[src/rtl/unpack_rq0_stream_if.sv]
// Byte-in / coefficient-out stream bundle for the Rq0 ciphertext unpacker.
// The slave side is the unpacker; the master side is the producer and consumer around it.
interface unpack_rq0_stream_if #(
    parameter int LOGQ = 13
);
    logic [7:0]      in_data;
    logic            in_valid;
    logic            in_ready;
    logic [LOGQ-1:0] out_coef;
    logic [9:0]      out_idx;
    logic            out_valid;
    logic            out_ready;
    logic            out_last;

    modport master (
        output in_data, in_valid, out_ready,
        input  in_ready, out_coef, out_idx, out_valid, out_last
    );

    modport slave (
        input  in_data, in_valid, out_ready,
        output in_ready, out_coef, out_idx, out_valid, out_last
    );
endinterface

[src/rtl/unpack_rq0_stream.sv]
// Unpacks N-1 LOGQ-bit coefficients from a byte stream and rebuilds the last one from sum == 0 mod q.
// Latency: first coefficient one cycle after the second byte is accepted; byte and coefficient transfers never overlap.
// Backpressure: out_ready low freezes the output and stops byte intake. Optional feature macro: UNPACK_RQ0_PAD_CHECK_EN.
module unpack_rq0_stream #(
    parameter int N    = 701,
    parameter int LOGQ = 13
) (
    input  logic               clk,
    input  logic               rst_n,
    input  logic               start,
    unpack_rq0_stream_if.slave stream,
    output logic               busy,
    output logic               done
`ifdef UNPACK_RQ0_PAD_CHECK_EN
    ,
    output logic               pad_err
`endif
);
    localparam int BYTES    = ((N - 1) * LOGQ + 7) / 8;
    localparam int ACC_W    = LOGQ - 1 + 8;
    localparam int BITS_W   = $clog2(ACC_W + 1);
    localparam int PAD_BITS = BYTES * 8 - (N - 1) * LOGQ;

    localparam logic [BITS_W-1:0] LOGQ_B  = BITS_W'(LOGQ);
    localparam logic [BITS_W-1:0] EIGHT_B = BITS_W'(8);
    localparam logic [10:0]       BYTES_B = 11'(BYTES);
    localparam logic [9:0]        IDX_PEN = 10'(N - 2);

    typedef enum logic [1:0] {
        ST_IDLE,
        ST_UNPACK,
        ST_LAST,
        ST_DONE
    } state_t;

    state_t            state, state_nxt;
    logic [ACC_W-1:0]  acc, acc_nxt, acc_shift;
    logic [BITS_W-1:0] acc_bits, acc_bits_nxt;
    logic [10:0]       byte_cnt, byte_cnt_nxt;
    logic [9:0]        idx, idx_nxt;
    logic [LOGQ-1:0]   sum, sum_nxt;

    logic              in_rdy;
    logic              out_vld;
    logic              out_lst;
    logic [LOGQ-1:0]   coef;

`ifdef UNPACK_RQ0_PAD_CHECK_EN
    logic              pad_err_nxt;
`endif

    assign acc_shift = acc >> LOGQ;

    always_comb begin
        state_nxt    = state;
        acc_nxt      = acc;
        acc_bits_nxt = acc_bits;
        byte_cnt_nxt = byte_cnt;
        idx_nxt      = idx;
        sum_nxt      = sum;
        in_rdy       = 1'b0;
        out_vld      = 1'b0;
        out_lst      = 1'b0;
        coef         = acc[LOGQ-1:0];
`ifdef UNPACK_RQ0_PAD_CHECK_EN
        pad_err_nxt  = pad_err;
`endif

        case (state)
            ST_IDLE: begin
                if (start) begin
                    state_nxt    = ST_UNPACK;
                    acc_nxt      = '0;
                    acc_bits_nxt = '0;
                    byte_cnt_nxt = '0;
                    idx_nxt      = '0;
                    sum_nxt      = '0;
`ifdef UNPACK_RQ0_PAD_CHECK_EN
                    pad_err_nxt  = 1'b0;
`endif
                end
            end

            ST_UNPACK: begin
                // Intake stops as soon as a whole coefficient is buffered, so the two
                // handshakes are exclusive and the accumulator never exceeds ACC_W bits.
                in_rdy  = (acc_bits < LOGQ_B) && (byte_cnt < BYTES_B);
                out_vld = (acc_bits >= LOGQ_B);

                if (stream.in_valid && in_rdy) begin
                    acc_nxt      = acc | (ACC_W'(stream.in_data) << acc_bits);
                    acc_bits_nxt = acc_bits + EIGHT_B;
                    byte_cnt_nxt = byte_cnt + 11'd1;
                end

                if (out_vld && stream.out_ready) begin
                    acc_nxt      = acc_shift;
                    acc_bits_nxt = acc_bits - LOGQ_B;
                    sum_nxt      = sum + coef;
                    idx_nxt      = idx + 10'd1;
                    if (idx == IDX_PEN) begin
                        state_nxt = ST_LAST;
`ifdef UNPACK_RQ0_PAD_CHECK_EN
                        // Whatever is left after the final packed coefficient is padding.
                        if (acc_shift[PAD_BITS-1:0] != '0) begin
                            pad_err_nxt = 1'b1;
                        end
`endif
                    end
                end
            end

            ST_LAST: begin
                out_vld = 1'b1;
                out_lst = 1'b1;
                coef    = {LOGQ{1'b0}} - sum;
                if (stream.out_ready) begin
                    state_nxt = ST_DONE;
                end
            end

            ST_DONE: begin
                state_nxt = ST_IDLE;
            end

            default: begin
                state_nxt = ST_IDLE;
            end
        endcase
    end

    always_ff @(posedge clk) begin
        if (!rst_n) begin
            state    <= ST_IDLE;
            acc      <= '0;
            acc_bits <= '0;
            byte_cnt <= '0;
            idx      <= '0;
            sum      <= '0;
        end else begin
            state    <= state_nxt;
            acc      <= acc_nxt;
            acc_bits <= acc_bits_nxt;
            byte_cnt <= byte_cnt_nxt;
            idx      <= idx_nxt;
            sum      <= sum_nxt;
        end
    end

`ifdef UNPACK_RQ0_PAD_CHECK_EN
    always_ff @(posedge clk) begin
        if (!rst_n) begin
            pad_err <= 1'b0;
        end else begin
            pad_err <= pad_err_nxt;
        end
    end
`endif

    assign stream.in_ready  = in_rdy;
    assign stream.out_valid = out_vld;
    assign stream.out_coef  = coef;
    assign stream.out_idx   = idx;
    assign stream.out_last  = out_lst;
    assign busy             = (state != ST_IDLE);
    assign done             = (state == ST_DONE);
endmodule

[src/flat_wrapper.sv]
// flat-port wrapper written by rule: the top's interface ports become plain ports
module unpack_rq0_stream_flat 
#(
    parameter int N    = 701,
    parameter int LOGQ = 13
)
  (clk, rst_n, start, busy, done, stream_in_data, stream_in_valid, stream_out_ready, stream_in_ready, stream_out_coef, stream_out_idx, stream_out_valid, stream_out_last);
  unpack_rq0_stream_if #(.LOGQ(LOGQ)) stream_i ();
  input  logic clk;
  input  logic rst_n;
  input  logic start;
  output logic busy;
  output logic done;
  input wire logic [$bits(stream_i.in_data)-1:0] stream_in_data;
  input wire logic [$bits(stream_i.in_valid)-1:0] stream_in_valid;
  input wire logic [$bits(stream_i.out_ready)-1:0] stream_out_ready;
  output wire logic [$bits(stream_i.in_ready)-1:0] stream_in_ready;
  output wire logic [$bits(stream_i.out_coef)-1:0] stream_out_coef;
  output wire logic [$bits(stream_i.out_idx)-1:0] stream_out_idx;
  output wire logic [$bits(stream_i.out_valid)-1:0] stream_out_valid;
  output wire logic [$bits(stream_i.out_last)-1:0] stream_out_last;
  assign stream_i.in_data = stream_in_data;
  assign stream_i.in_valid = stream_in_valid;
  assign stream_i.out_ready = stream_out_ready;
  assign stream_in_ready = stream_i.in_ready;
  assign stream_out_coef = stream_i.out_coef;
  assign stream_out_idx = stream_i.out_idx;
  assign stream_out_valid = stream_i.out_valid;
  assign stream_out_last = stream_i.out_last;
  unpack_rq0_stream #(.N(N), .LOGQ(LOGQ)) u_core (.clk(clk), .rst_n(rst_n), .start(start), .stream(stream_i), .busy(busy), .done(done));
endmodule
[config.mk]
export PLATFORM = sky130hd
export DESIGN_NAME = unpack_rq0_stream_flat
export DESIGN_NICKNAME = d
export VERILOG_FILES = /design/src/rtl/unpack_rq0_stream_if.sv /design/src/rtl/unpack_rq0_stream.sv /design/src/flat_wrapper.sv
export SDC_FILE = /design/constraint.sdc
export NUM_CORES = 1
export LEC_CHECK = 0
export CAP_MARGIN = 10
export CORE_MARGIN = 8
export CORE_UTILIZATION = 35
export CTS_CLUSTER_DIAMETER = 120
export DETAILED_ROUTE_END_ITERATION = 12
export HOLD_SLACK_MARGIN = 0.08
export SYNTH_ARGS = -nofsm -noshare
export SYNTH_HDL_FRONTEND = slang
export SYNTH_SLANG_ARGS = --single-unit
[constraint.sdc]
create_clock -name clk -period 4.1 [get_ports clk]
set_input_delay 1.23 -clock clk [delete_from_list [all_inputs] [get_ports clk]]
set_output_delay 1.23 -clock clk [all_outputs]
set_load 0.1 [all_outputs]
==> reports/results.md <==
| Item | This run |
|:---|:---|
| TritonCTS buffer count | 9 |
| Worst vdd rail ir drop | 0.000327 V |
| Number of global-route vias before repair | 3,523 |
| Clk Latency, worst-skew pair | 320 ps |
| Final routed DRC violation total | 0 |
| Setup slack of the most critical reg-to-reg path | 1090 ps |
| Max-cap violations | 0 |
| Warnings, synthesis | 0 |
| Number of enable-type register cells in the synthesized netlist | 0 |
| Data required time of the critical path | 2870 ps |
| Final Max Tran Viols | 0 |
| Launch point of the critical path | u_core.sum[3]$_SDFFE_PN0P_ |
| CP Capture Point | stream_out_coef[12] |
| Count of vias placed by the detailed router | 3,623 |
| Ports placed on the boundary | 41 |
| Post-synthesis register bit count | 61 |
| Final hold violations | 0 |
| Number of library cell types mapped by synthesis | 62 |
| Unrepaired setup endpoints after global routing | false |
| Number of hold-repair buffers added at the cts stage | 0 |
| H-tree levels | 3 |
| Post-Synthesis Cells | 487 |
| Final net count | 562 |
| Clock Sink Count | 61 |
| Fraction of registers with async set or reset after synthesis | 0 |
| Via density | 5.40 |
| Critical path start-end classification | reg2out |
| Share of post-route cells with drive strength above 1 | 0.127 |
| Type of origin of the critical path | flop |
| Setup violation total in the final timing report | 0 |
| Global-route wire length before repair | 17,900 um |
| Cell Pwr Density | 580 nW/um^2 |
| Antenna violations before repair | 0 |
| CP Max Fanout | 7 |
| Sequential area share after synthesis | 0.307 |
| Overflow after GRT | 0 |
| Initial Utilization | 0.353 |
| Worst Max-Slew Pin Slew | 989 ps |
| Number of input and output port buffers inserted | 40 |
| Final Skew | 5.96 ps |
| Ant diodes | 0 |
| Area of the mapped netlist | 3980 um^2 |
| Number of cells upsized or downsized after cts | 0 |
| Placed wire-length estimate | 8160 um |
| Total routing resource utilization after global routing | 0.149 |
| Buffer count from post-CTS setup fixing | 0 |
| Root buffer selected by CTS | sky130_fd_sc_hd__clkbuf_16 |
| Clock-pin slew on the worst setup and hold paths | 50 ps |
| Reg-to-Reg Start | u_core.acc_bits[1]$_SDFFE_PN0P_ |
| Number of design-rule violations left by the first detailed-router iteration | 347 |
| TritonCTS clock tree | done |
| Result of the run | finished clean |
| Final period utilization | 0.915 |
| Critical path capture point type | primary output |
| Type of the worst min-delay path | reg2reg |
| P&R area growth vs syn | 20.2% |
| Antenna Nets Post-Route | 0 |
| Average cell area after synthesis | 8.17 um^2 |
| Net count after synthesis | 524 |
| Maximum root-to-sink buffer count | 2 |
| End of the worst register-to-register path | u_core.acc[8]$_SDFFE_PN0P_ |
| Core region area | 11,300 um^2 |
| Routability-driven placement congestion ratio | 0.885 |
| Final Routed Wirelength | 10,700 um |
| Maximum operating frequency | 267 MHz |
| Fin crit period | 3750 ps |
| Number of fill cells | 1,152 |
| Largest net degree at the start of global routing | 33 |
| Number of detailed-route iterations in the first pass | 5 |
| Total power consumption of the routed design | 2.78 mW |
| Floorplan row count | 39 |
| Y dimension of the die | 123 um |
| Main synth FF type | sky130_fd_sc_hd__dfxtp_1 |
| Routed wire per std cell | 15.9 um |
| Cell area after placement | 4520 um^2 |
| Worst slew slack as a fraction of its limit | 0.339 |
| Overall die width | 123 um |
| Pleak | 1.88 nW |
| Worst EP arrival | 2520 ps |
| Final Cell Area | 4790 um^2 |
| Depth of the worst register-to-register path | 7 |
| Die ar. | 15,000 um^2 |
| Setup tns final | 0 ps |
synthesized netlist by cell type (6+ instances only):
library cell	instances	share of area
sky130_fd_sc_hd__and3_1	6	0.0094
sky130_fd_sc_hd__nand2b_1	6	0.0094
sky130_fd_sc_hd__nand2_1	51	0.048
sky130_fd_sc_hd__mux2i_1	12	0.030
sky130_fd_sc_hd__nor2_1	53	0.050
sky130_fd_sc_hd__o211ai_1	11	0.021
sky130_fd_sc_hd__ha_1	23	0.072
sky130_fd_sc_hd__clkbuf_1	15	0.014
sky130_fd_sc_hd__dfxtp_1	61	0.31
sky130_fd_sc_hd__o21ai_0	33	0.041
sky130_fd_sc_hd__inv_1	14	0.013
sky130_fd_sc_hd__a21oi_1	24	0.030
sky130_fd_sc_hd__o21a_1	10	0.019
sky130_fd_sc_hd__mux2_2	13	0.037
sky130_fd_sc_hd__nand4_1	6	0.0094
sky130_fd_sc_hd__xor2_1	17	0.037
sky130_fd_sc_hd__o31ai_1	7	0.013
sky130_fd_sc_hd__nor3_1	13	0.016
sky130_fd_sc_hd__nand3_1	11	0.014
sky130_fd_sc_hd__xnor2_1	19	0.042
final cells by class:
class | instances | area (um^2) | area share
Inverter | 17 | 63.8 | 0.0133
Clock inverter | 2 | 10.0 | 0.00209
Tap cell | 143 | 179 | 0.0374
Sequential cell | 61 | 1220 | 0.255
Clock buffer | 12 | 256 | 0.0536
Timing Repair Buffer | 47 | 443 | 0.0925
Multi-Input combinational cell | 389 | 2610 | 0.546
worst min path at each step:
| stage | to | depth (start not counted) | slack, ps | from |
|---|---|---|---|---|
| after floorplan | u_core.acc[15]$_SDFFE_PN0P_ | 2 | 430 | u_core.acc[15]$_SDFFE_PN0P_ |
| after global placement | u_core.acc[15]$_SDFFE_PN0P_ | 2 | 460 | u_core.acc[15]$_SDFFE_PN0P_ |
| after detailed placement | u_core.acc[15]$_SDFFE_PN0P_ | 2 | 460 | u_core.acc[15]$_SDFFE_PN0P_ |
| after CTS | u_core.acc[15]$_SDFFE_PN0P_ | 2 | 470 | u_core.acc[15]$_SDFFE_PN0P_ |
| after global routing | u_core.acc[15]$_SDFFE_PN0P_ | 2 | 510 | u_core.acc[15]$_SDFFE_PN0P_ |
| final | u_core.acc[15]$_SDFFE_PN0P_ | 2 | 480 | u_core.acc[15]$_SDFFE_PN0P_ |
report_power, final:
| group | total [mW] | internal (mW) | switching, mW |
|---|---|---|---|
| clock | 0.681 | 0.432 | 0.249 |
| sequential | 0.750 | 0.656 | 0.0935 |
| combinational | 1.34 | 0.406 | 0.938 |
sequential cells by signal (all words and copies together), names as in the netlist:
signal and flops:
u_core.byte_cnt 11, u_core.sum 13, u_core.state 2, u_core.stream.out_idx 10, u_core.acc_bits 5, u_core.acc 20
worst max-delay path, cell delays in order (launching register included):
cell and delay, ps:
sky130_fd_sc_hd__dfxtp_1 370, sky130_fd_sc_hd__or4_4 580, sky130_fd_sc_hd__or4_4 480, sky130_fd_sc_hd__nor4_4 240, sky130_fd_sc_hd__xnor2_1 90, sky130_fd_sc_hd__mux2_4 270, sky130_fd_sc_hd__buf_12 170
stage by stage:
| step | hold WS (ps) | cells | setup slack [ps] | utilization |
|---|---|---|---|---|
| 6_report | 480 | 671 | 349 | 0.425 |
| 5_1_grt | 510 | 671 | 276 | 0.425 |
| 4_1_cts | 468 | 671 | 332 | 0.425 |
| 3_5_place_dp | 462 | 657 | 686 | 0.401 |
| 3_3_place_gp | 459 | 657 | 700 | 0.401 |
| 2_1_floorplan | 431 | 487 | -735 | - |
routing by layer:
metal	routed length (um)	GRT usage	vias to the layer above
li1	-	-	1842
met1	5150	0.199	1654
met2	4730	0.232	117
met3	686	0.0377	10
met4	107	0.0442	0
met5	0	0	-
logic make-up after synthesis:
logic type,after synthesis,synth area share
DFF,61,0.307
xor gates and xnor gates,36,0.0792
AOI/OAI and AO/OA,132,0.222
adders and majority gates,24,0.0773
buffers and inverters,37,0.0377
and+or+nand+nor,171,0.207
muxes,26,0.0707
placed cells by master, fill, tap and decap left out, types with 4 or more instances in the layout:
cell                              netlist  final
sky130_fd_sc_hd__a31oi_1                5      5
sky130_fd_sc_hd__a21oi_1               24     24
sky130_fd_sc_hd__o211ai_1              11     11
sky130_fd_sc_hd__clkdlybuf4s50_1        0     21
sky130_fd_sc_hd__xor2_1                17     17
sky130_fd_sc_hd__mux2i_1               12     12
sky130_fd_sc_hd__dfxtp_1               61     61
sky130_fd_sc_hd__inv_1                 14     14
sky130_fd_sc_hd__nand2_1               51     51
sky130_fd_sc_hd__o31ai_1                7      7
sky130_fd_sc_hd__nor3_1                13     13
sky130_fd_sc_hd__xnor2_1               19     19
sky130_fd_sc_hd__ha_1                  23     23
sky130_fd_sc_hd__o21a_1                10     10
sky130_fd_sc_hd__clkbuf_16              0      9
sky130_fd_sc_hd__a211oi_1               5      5
sky130_fd_sc_hd__a22o_1                 5      5
sky130_fd_sc_hd__nand3_1               11     11
sky130_fd_sc_hd__a221oi_1               4      4
sky130_fd_sc_hd__nand2b_1               6      6
sky130_fd_sc_hd__and3_1                 6      6
sky130_fd_sc_hd__nand4_1                6      6
sky130_fd_sc_hd__mux2_2                13     13
sky130_fd_sc_hd__o21ai_0               33     32
sky130_fd_sc_hd__a21o_1                 5      5
sky130_fd_sc_hd__buf_4                  0     23
sky130_fd_sc_hd__nor2_1                53     53
Note: power is estimated with default switching activity, not from simulation.
